$ cat config.mk
export PLATFORM = sky130hd
export DESIGN_NAME = btb_update_ctrl
export DESIGN_NICKNAME = d
export VERILOG_FILES = /design/src/rtl/btb_update_ctrl.sv
export SDC_FILE = /design/constraint.sdc
export NUM_CORES = 1
export LEC_CHECK = 0
export CORE_MARGIN = 1
export CORE_UTILIZATION = 55
export CTS_BUF_LIST = sky130_fd_sc_hd__clkbuf_16
export DETAILED_ROUTE_END_ITERATION = 8
export GPL_TIMING_DRIVEN = 0
export PLACE_DENSITY = 0.88
export SYNTH_ARGS = -nofsm -noshare
export SYNTH_HDL_FRONTEND = slang
export SYNTH_SLANG_ARGS = --single-unit
$ cat constraint.sdc
create_clock -name clk -period 6.5 [get_ports clk]
set_clock_uncertainty 0.2 [all_clocks]
set_input_delay 1.3 -clock clk [delete_from_list [all_inputs] [get_ports clk]]
set_output_delay 1.3 -clock clk [all_outputs]
set_load 0.01 [all_outputs]
$ cat src/rtl/btb_update_ctrl.sv
// BTB update sequencer: filters EX resolutions, queues BTB writes,
// and runs a clear sweep over every BTB set on request.
module btb_update_ctrl #(
    parameter int DEPTH    = 4,
    parameter int S_OFFSET = 2,
    parameter int S_INDEX  = 2
) (
    input  logic                       clk,
    input  logic                       rst,
    input  logic                       resolve_valid,
    input  logic [31:0]                resolve_pc,
    input  logic [31:0]                resolve_target,
    input  logic                       resolve_taken,
    input  logic                       resolve_btb_hit,
    input  logic [31:0]                resolve_pred_target,
    input  logic                       pc_stall,
    input  logic                       flush_req,
    output logic                       btb_write,
    output logic [31:0]                btb_wpc,
    output logic [31:0]                btb_wdata,
    output logic                       flush_busy,
    output logic [$clog2(DEPTH+1)-1:0] q_count,
    output logic [15:0]                drop_count
);

    localparam int NUM_SETS = 2 ** S_INDEX;
    localparam int PW       = $clog2(DEPTH);
    localparam int CW       = $clog2(DEPTH + 1);

    typedef enum logic [1:0] {
        IDLE,
        DRAIN,
        SWEEP
    } state_t;

    state_t state_q;
    state_t state_d;

    logic [31:0]        pc_q  [DEPTH];
    logic [31:0]        tgt_q [DEPTH];
    logic [PW-1:0]      head_q;
    logic [PW-1:0]      tail_q;
    logic [PW-1:0]      last_ptr;
    logic [CW-1:0]      count_q;
    logic [S_INDEX-1:0] idx_q;
    logic [15:0]        drop_q;

    logic consume;
    logic pop;
    logic want;
    logic accept;
    logic coal;
    logic push;
    logic drop;
    logic full;
    logic last_idx;

    assign last_ptr = tail_q - PW'(1);
    assign full     = (count_q == CW'(DEPTH));
    assign last_idx = (idx_q == S_INDEX'(NUM_SETS - 1));

    assign want = resolve_valid && resolve_taken &&
                  (!resolve_btb_hit ||
                   (resolve_pred_target != resolve_target));

    assign consume = btb_write && !pc_stall;
    assign pop     = (state_q == DRAIN) && consume && !flush_req;
    assign accept  = want && (state_q != SWEEP) && !flush_req;

    // A lone entry leaving this edge cannot absorb a coalesce.
    assign coal = accept && (count_q != '0) &&
                  (pc_q[last_ptr] == resolve_pc) &&
                  !((count_q == CW'(1)) && pop);

    assign push = accept && !coal && (!full || pop);
    assign drop = accept && !coal && full && !pop;

    always_comb begin
        btb_write  = 1'b0;
        btb_wpc    = '0;
        btb_wdata  = '0;
        flush_busy = 1'b0;
        unique case (state_q)
            DRAIN: begin
                btb_write = 1'b1;
                btb_wpc   = pc_q[head_q];
                btb_wdata = tgt_q[head_q];
            end
            SWEEP: begin
                btb_write  = 1'b1;
                flush_busy = 1'b1;
                btb_wpc    = 32'(idx_q) << S_OFFSET;
            end
            default: ;
        endcase
    end

    always_comb begin
        state_d = state_q;
        if (flush_req) begin
            state_d = SWEEP;
        end else begin
            unique case (state_q)
                IDLE: begin
                    if (push) state_d = DRAIN;
                end
                DRAIN: begin
                    if (pop && (count_q == CW'(1)) && !push)
                        state_d = IDLE;
                end
                SWEEP: begin
                    if (consume && last_idx) state_d = IDLE;
                end
                default: state_d = IDLE;
            endcase
        end
    end

    always_ff @(posedge clk or negedge rst) begin
        if (!rst) begin
            state_q <= IDLE;
        end else begin
            state_q <= state_d;
        end
    end

    always_ff @(posedge clk or negedge rst) begin
        if (!rst) begin
            head_q  <= '0;
            tail_q  <= '0;
            count_q <= '0;
        end else if (flush_req) begin
            head_q  <= '0;
            tail_q  <= '0;
            count_q <= '0;
        end else begin
            if (pop)  head_q <= head_q + PW'(1);
            if (push) tail_q <= tail_q + PW'(1);
            unique case ({push, pop})
                2'b10:   count_q <= count_q + CW'(1);
                2'b01:   count_q <= count_q - CW'(1);
                default: count_q <= count_q;
            endcase
        end
    end

    // Payload storage needs no reset; occupancy gates every read.
    always_ff @(posedge clk) begin
        if (push) begin
            pc_q[tail_q]  <= resolve_pc;
            tgt_q[tail_q] <= resolve_target;
        end else if (coal) begin
            tgt_q[last_ptr] <= resolve_target;
        end
    end

    always_ff @(posedge clk or negedge rst) begin
        if (!rst) begin
            idx_q <= '0;
        end else if (flush_req) begin
            idx_q <= '0;
        end else if ((state_q == SWEEP) && consume) begin
            idx_q <= last_idx ? '0 : idx_q + S_INDEX'(1);
        end
    end

    always_ff @(posedge clk or negedge rst) begin
        if (!rst) begin
            drop_q <= '0;
        end else if (drop && (drop_q != 16'hFFFF)) begin
            drop_q <= drop_q + 16'd1;
        end
    end

    assign q_count    = count_q;
    assign drop_count = drop_q;

endmodule

==> results of run 1 <==
-- sequential cells by signal, indices dropped and copies added (netlist names) --
signal      count
drop_count     16
head_q          2
idx_q           2
pc_q          128
q_count         3
state_q         2
tail_q          2
tgt_q         128
-- kinds of logic after synthesis --
family / count (synthesis) / synth area share, %
AND/OR/NAND/NOR: 163 / 7.33
buffers and inverters: 48 / 1.64
adder cells (fa/ha/maj): 13 / 1.26
AO/OA/AOI/OAI: 37 / 2.13
flip-flops: 283 / 64.7
multiplexers: 116 / 17.4
XOR/XNOR: 82 / 5.55
-- final cells by class --
class	instances	area share, %
clock buffers	29	4.44
plain buffers	34	0.972
flip-flops and latches	283	51.2
multi-input cells	411	27.0
well taps	313	2.40
inverters	14	0.321
repair buffers	194	12.4
clock inverters	25	1.26
-- metrics by stage --
step	total power, mW	hold slack, ns	util [%]	setup WS [ns]
detailed placement	2.33	0.287	67.5	0.901
finish	3.91	0.294	71.5	0.810
global route	4.01	0.307	71.5	0.591
global placement	2.32	0.274	66.5	-2.05
floorplan	2.17	0.317	-	0.606
CTS	3.92	0.294	71.6	0.725
-- synthesized netlist by cell type, types with 2 or more instances --
cell type  number  area, µm²
a2111oi_0       3       26.3
a211oi_1        2       15.0
a21oi_1         7       35.0
a22oi_1         2       15.0
and2_1         39        244
and3_1          6       37.5
and4_1          2       17.5
buf_1           5       18.8
buf_2           7       35.0
buf_6           3       33.8
clkbuf_1       19       71.3
dfrtp_1        27        676
edfxtp_1      256       7690
ha_1           13        163
inv_1          13       48.8
mux2_2          3       33.8
mux2i_1        26        260
mux4_2         87       1960
nand2_1        17       63.8
nand2b_1        3       18.8
nand3_1        14       70.1
nand3b_1        2       15.0
nand4_1         5       31.3
nor2_1         14       52.6
nor2b_1        34        213
nor3_1          7       35.0
nor3b_1         2       15.0
nor4_1         12       75.1
o21ai_0         6       30.0
o22ai_1         2       12.5
o2bb2ai_1       2       17.5
o31ai_1         2       15.0
xnor2_1        29        254
xor2_1         53        464
-- worst max-delay path, delay by kind of cell (launching register included) --
family                 cells  cell delay [ns]
AND/OR/NAND/NOR            1             0.24
flip-flops                 1             0.40
multiplexers               1             0.35
buffers and inverters      4             2.65
-- per-layer routing --
layer	share of wire, %	vias up	track usage (%)
li1	-	3388	-
met1	40	3956	33.6
met2	52	308	45.0
met3	6.0	64	4.62
met4	2.7	2	8.31
met5	0.056	-	0
-- worst max-delay path by stage --
stage,start,end,slack [ns]
finish,head_q[0],btb_wpc[7],0.81
floorplan,tail_q[0],tgt_q[0][0],0.61
global route,head_q[0],btb_wpc[7],0.59
CTS,head_q[0],btb_wpc[7],0.73
global placement,tail_q[0],tgt_q[0][14],-2.05
detailed placement,resolve_target[0],pc_q[1][16],0.90
-- report_power, final --
part           total, mW  switching (mW)  internal [mW]  leakage [nW]
registers           2.02          0.0179           2.00          2.67
logic              0.277           0.136          0.141          2.18
clock network       1.61           0.677          0.933         0.477
total               3.91           0.831           3.08          5.32
==> run metrics, run 1 <==
status complete, no violations; worst slew pin tran approximately 1.1 ns; # hold bufs at CTS 0; initial core utilization a little under three fifths; Hold Startpoint drop_count[11]; Max Root-Sink Buffers 3; Async SR Flop Fraction 9.54%; Clock Root Buffer clkbuf_16; Final Hold Fails 0; r2r worst-path depth 13; placed cell count roughly 1200; die area approximately 24000 µm²; Post-Syn Instances approximately 740; CTS tree built; Power Density approximately 240 nW/µm²; Skew-Pair Late Insertion Delay approximately 0.55 ns; Finished Layout Cells around 1300; Worst Hold End drop_count[11]; Tmin final 5.69 ns; Slew Limit Fails 0; site row count 55; Initial DRT Pass Iterations 5; top_reg_cell synth edfxtp_1; reg2reg start tail_q[0]; CP max-delay cell clkbuf_1; first-pass GRT wire length 46400 µm; syn nets approximately 860; max_cap viols 0; total wire length about 31000 µm; # IOs 188; Highest Clock Rate between 150 and 200 MHz; relative slew slack roughly a quarter; Final GP Congestion about 0.84; WL/cell between 20 and 25 µm; Layout area overhead 26.4%; RSZ-0062 raised after global routing false; vias in the first global route between 8000 and 9000; Yosys reg bits approximately 280; number of fill cells around 1400; Setup CP Type flip-flop to primary output; r2r setup slk roughly 1.0 ns; commonest non-fill, non-tap cell in the layout edfxtp_1; VDD IR max between 0.0003 and 0.0004 V; final setup fails 0; Hold Path Cell Cnt 1; nets@finish approximately 1100; Leakage about 5.3 nW; TritonCTS Buffers 29; share of post-route cells with drive strength above 1 16.7%; Ys Warns 0; crit path capture type primary output; Placement Cell Area about 15000 µm²; critical-path maximum fanout 10; Setup Buffers After CTS 0; initial antenna violation count 1; Clock Sink Count approximately 280; syn_area_per_cell ~17 µm²; Reg clk slew, reported paths 0.06 ns; cell mode on critical path clkbuf_1; biggest cell delay along the critical path roughly 0.8 ns; GRT overflow 0; Post-CTS Resized 0; IO Port Bufs roughly 190; Final TNS setup 0 ns; FF-to-FF End tgt_q[0][4]; Syn Std Cell Area about 13000 µm²; CORE AREA between 20000 and 25000 µm²; Yosys cell types 52; H-Tree Depth 1; WP data required approximately 5.0 ns; drt drc 0; critical path cell sequence buf_1, clkbuf_1, clkbuf_1, mux4_2, nor2b_1, clkdlybuf4s50_1; Seq/Total Area, Yosys 64.7%; largest net degree at the start of global routing 33; multi-input logic area 4410 µm²; number of synthesized flops with an enable pin ~260; Final ANT Viol Nets 0; Data arrival, critical path 4.19 ns; GRT Util Overall between 20% and 30%; initial drt markers roughly 680; Final HPWL DP around 21000 µm; Finished Cell Area about 16000 µm²; commonest non-fill, non-tap cells in the layout edfxtp_1, clkdlybuf4s50_1, mux4_2, xor2_1, and2_1; via/cell ratio about 5.9; Sequential Area roughly 8400 µm²; HP Class flip-flop to flip-flop; diodes inserted 0; final worst path period share slightly below 90%; Die H approximately 160 µm; DR vias about 7700; CP startpoint kind flip-flop; width of the die approximately 160 µm
(Power assumes the default switching activity.)
==> run 2: changes to the inputs <==
Settings changed: CELL_PAD_IN_SITES_DETAIL_PLACEMENT set to 0, CELL_PAD_IN_SITES_GLOBAL_PLACEMENT set to 1, CORE_UTILIZATION 55 to 46, PLACE_DENSITY 0.88 to 0.87.
==> run 2 against run 1 <==
  * Power shrank 2.8%
  * Critical path depth grew 8
  * Cell count is 5.2% higher
  * Register-to-register slack got worse by 0.21 ns
  * Combinational power about the same
  * Count of clock-buffer cells in the layout up 1
  * Worst hold slack better by 0.0011 ns
  * Non-clock buffer count is 3 higher
  * Sequential cell count is the same
  * Clock power down 7%
  * Global-route usage shrank 4.7 points
  * Via count fell by 1.9%
==> run metrics, run 2 (synthesis results as in run 1) <==
status complete, no violations; commonest non-fill, non-tap cell in the layout edfxtp_1; Layout area overhead 26.7%; # hold bufs at CTS 0; H-Tree Depth 1; Initial DRT Pass Iterations 4; crit path capture type flip-flop; vias in the first global route between 7000 and 8000; r2r worst-path depth 14; GRT overflow 0; Clock Root Buffer clkbuf_16; GRT Util Overall a little over a fifth; Final HPWL DP approximately 21000 µm; largest net degree at the start of global routing 33; Final Hold Fails 0; nets@finish around 1100; Skew-Pair Late Insertion Delay ~0.55 ns; CTS tree built; Setup CP Type flip-flop to flip-flop; site row count slightly above 60; relative slew slack between 30% and 40%; Tmin final about 5.7 ns; reg2reg start tail_q[0]; initial antenna violation count 1; final worst path period share 87.3%; Final GP Congestion between 0.8 and 0.9; die area approximately 29000 µm²; Die H about 170 µm; Power Density between 200 and 250 nW/µm²; IO Port Bufs 187; initial drt markers 631; Worst Hold End drop_count[15]; DR vias about 7600; width of the die 170 µm; Post-CTS Resized 0; Reg clk slew, reported paths about 0.060 ns; CP startpoint kind flip-flop; Setup Buffers After CTS 0; final setup fails 0; HP Class flip-flop to flip-flop; worst slew pin tran around 1.0 ns; Max Root-Sink Buffers 3; Leakage ~5.3 nW; share of post-route cells with drive strength above 1 16.3%; Final ANT Viol Nets 0; WL/cell ~22 µm; RSZ-0062 raised after global routing false; critical-path maximum fanout 15; pre-CTS setup slack ~0.82 ns; # IOs between 150 and 200; Hold Path Cell Cnt 1; drt drc 0; initial core utilization 46.7%; Hold Startpoint drop_count[15]; Clock Sink Count 283; first-pass GRT wire length between 40000 and 50000 µm; Data arrival, critical path 5.72 ns; total wire length 30200 µm; FF-to-FF End tgt_q[1][13]; via/cell ratio approximately 5.5; VDD IR max 0.000164 V; r2r setup slk between 0.8 and 0.9 ns; commonest non-fill, non-tap cells in the layout edfxtp_1, clkdlybuf4s50_1, mux4_2, xor2_1, and2_1; biggest cell delay along the critical path between 0.6 and 0.7 ns; Highest Clock Rate roughly 180 MHz; CP max-delay cell o31ai_4; critical path cell sequence buf_6, clkinv_1, ha_1, buf_2, buf_2, mux4_2, xor2_1, nor4_1, o211ai_1, nor3_1, nand2_1, o31ai_4, buf_8, buf_8; max_cap viols 0; CORE AREA 27700 µm²; WP data required roughly 6.5 ns; Hold Slack approximately 0.30 ns; TritonCTS Buffers 30; Slew Limit Fails 0; Setup WS post-layout a little over 0.8 ns; Final Util around three fifths
[run 2: changes by cell type in the layout (fill, tap and decap cells not counted), sizes merged]
cell,delta
clkbuf,+1
inv,+5
buf,+3
clkinv,-4
bufinv,-3
diode,+1
[run 2: worst max-delay path by stage]
stage / startpoint / end / slack (ns) / depth (start not counted)
after global routing: head_q[0] / btb_wpc[18] / 0.62 / 6
after floorplan: tail_q[0] / tgt_q[0][0] / 0.61 / 12
after global placement: tail_q[0] / tgt_q[1][18] / -2.36 / 12
final: tail_q[0] / tgt_q[1][13] / 0.83 / 14
after CTS: head_q[0] / btb_wpc[18] / 0.74 / 6
after detailed placement: tail_q[0] / tgt_q[1][18] / 0.82 / 14
[run 2: through the flow]
stage                     cell area, µm²  TNS, ns  std cells  power [mW]
after detailed placement           15500        0       1317        2.33
after global routing               16400        0       1371        3.92
after CTS                          16400        0       1370        3.83
final                              16400        0       1371        3.80
after global placement             15300  -287.42       1307        2.32
after floorplan                    12900        0        742        2.17
[run 2: cell type report]
class | count | area [µm²]
Antenna cell | 1 | 2.50
Buffer | 34 | 159
Clock buffer | 30 | 751
Clock inverter | 23 | 115
Fill cell | 2150 | 11300
Inverter | 14 | 52.6
Multi-Input combinational cell | 411 | 4410
Sequential cell | 283 | 8360
Tap cell | 378 | 473
Timing Repair Buffer | 197 | 2050
[run 2: report_power, final]
part           internal (mW)  switching, mW  leakage, nW  total, mW
sequential              2.00         0.0170         2.67       2.02
combinational          0.141          0.134         2.19      0.275
clock                  0.831          0.670        0.467       1.50
[run 2: layer usage]
metal  vias to the layer above  GRT usage, %  wire length [µm]
li1                       3382             -                 -
met4                         0          5.80               617
met5                         -             0                 0
met1                      3916          28.5             12800
met2                       242          36.5             15300
met3                        35          3.26              1580
[run 2: critical path: cells and delay by family, from the launching register on]
family	cells	cell delay, ns
buffers and inverters	6	1.78
AO/OA/AOI/OAI	2	0.96
AND/OR/NAND/NOR	3	0.94
adder cells (fa/ha/maj)	1	0.53
flip-flops	1	0.40
multiplexers	1	0.36
XOR/XNOR	1	0.17
==> run 3: changes to the inputs <==
Settings changed: CORE_UTILIZATION 46 to 54, DONT_BUFFER_PORTS set to 1, MAX_ROUTING_LAYER set to met4, TNS_END_PERCENT set to 100.
==> run 3 against run 2 <==
  * Sequential share of layout area up 6.5 points
  * Power down 1.0%
  * Highest routed layer unchanged
  * Count of clock-buffer cells in the layout unchanged
  * Register-to-register slack better by 0.06 ns
  * Largest power group unchanged
==> run metrics, run 3 (synthesis results as in run 1) <==
status complete, no violations; Final ANT Viol Nets 0; Setup Buffers After CTS 0; Final GP Congestion between 0.8 and 0.9; first-pass GRT wire length 43700 µm; final worst path period share approximately 86%; Placement Cell Area about 14000 µm²; number of fill cells approximately 1700; IO Port Bufs 0; crit path capture type flip-flop; Setup CP Type flip-flop to flip-flop; final setup fails 0; placed cell count between 1000 and 1500; initial core utilization between 50% and 60%; Tmin final 5.61 ns; drt drc 0; Hold Slack roughly 0.24 ns; Post-CTS Resized 0; vias in the first global route 7522; Slew Limit Fails 0; relative slew slack 27.2%; Clock Sink Count roughly 280; die area 24600 µm²; diodes inserted 0; # IOs 188; Power Density approximately 260 nW/µm²; CP startpoint kind flip-flop; Die H 157 µm; Max Root-Sink Buffers 3; critical-path maximum fanout 20; WP data required 6.55 ns; r2r setup slk 0.89 ns; VDD IR max 0.000270 V; Skew-Pair Late Insertion Delay between 0.5 and 0.6 ns; GRT Util Overall 24.9%; multi-input logic area around 4400 µm²; Reg clk slew, reported paths roughly 0.060 ns; nets@finish 900; # hold bufs at CTS 0; initial antenna violation count 0; FF-to-FF End tgt_q[2][18]; Leakage approximately 4.6 nW; WL/cell around 26 µm; Final Hold Fails 0; GRT overflow 0; TritonCTS Buffers 30; Final HPWL DP 20000 µm; Layout area overhead 12.4%; worst slew pin tran 1.09 ns; crit path launch tail_q[0]; max_cap viols 0; commonest non-fill, non-tap cells in the layout edfxtp_1, mux4_2, xor2_1, and2_1, nor2b_1; initial drt markers around 630; Finished Cell Area ~15000 µm²; DR vias ~7000; Clock Root Buffer clkbuf_16; CTS tree built; width of the die 157 µm; Final TNS setup 0 ns; HP Class input pin to asynchronous set/reset pin; share of post-route cells with drive strength above 1 20.3%; commonest non-fill, non-tap cell in the layout edfxtp_1; Highest Clock Rate 178 MHz; H-Tree Depth 1; Final Util around three fifths; largest net degree at the start of global routing 28; Data arrival, critical path 5.66 ns; CORE AREA 23500 µm²; r2r worst-path depth 13; via/cell ratio between 6 and 7; total wire length slightly below 30000 µm; RSZ-0062 raised after global routing false; Finished Layout Cells roughly 1100; Critical Path Sink tgt_q[2][18]; Sequential Area approximately 8400 µm²; Initial DRT Pass Iterations 5; site row count between 50 and 60; reg2reg start tail_q[0]
[run 3: per-stage QoR]
step	power [mW]	worst slack [ns]
5_1_grt	3.86	0.679
3_5_place_dp	2.22	0.955
4_1_cts	3.78	0.891
3_3_place_gp	2.21	-2.12
2_1_floorplan	2.17	0.606
6_report	3.76	0.888
[run 3: area by class of cell]
type / count / share of cell area (%)
Sequential cell: 283 / 57.5
Multi-Input combinational cell: 411 / 30.3
Clock buffer: 30 / 5.16
Tap cell: 319 / 2.74
Timing Repair Buffer: 10 / 1.67
Clock inverter: 22 / 1.11
Buffer: 34 / 1.09
Inverter: 14 / 0.361
[run 3: how the worst min path moves through the flow]
| stage | slack (ns) | from | depth (start not counted) | end |
|---|---|---|---|---|
| 6_report | 0.24 | rst | 0 | tail_q[0] |
| 2_1_floorplan | 0.32 | idx_q[1] | 2 | idx_q[1] |
| 3_3_place_gp | 0.33 | idx_q[1] | 2 | idx_q[1] |
| 4_1_cts | 0.23 | rst | 0 | tail_q[0] |
| 3_5_place_dp | 0.35 | drop_count[14] | 1 | drop_count[14] |
| 5_1_grt | 0.23 | rst | 0 | drop_count[9] |
[run 3: layer usage]
layer	global-route usage, %	vias to the layer above	share of wire, %
li1	-	3011	-
met1	31.6	3630	40
met2	40.3	302	50
met3	5.46	55	7.6
met4	7.80	0	2.6
met5	-	-	0
[run 3: where the power goes]
group | switching (mW) | leakage, nW | internal (mW) | total, mW
registers | 0.0232 | 2.67 | 2.00 | 2.03
clock network | 0.666 | 0.460 | 0.910 | 1.58
logic | 0.0869 | 1.52 | 0.0680 | 0.155
total | 0.776 | 4.65 | 2.98 | 3.76
[run 3: critical path, stage by stage (launching register included)]
cell	delay [ns]
dfrtp_1	0.41
buf_6	0.21
clkinv_1	0.40
ha_1	0.52
buf_2	0.34
buf_2	0.39
mux4_2	0.36
xor2_1	0.15
nor4_1	0.47
o211ai_1	0.35
nor3_1	0.37
nand3_1	0.26
o21ai_4	0.58
buf_16	0.24
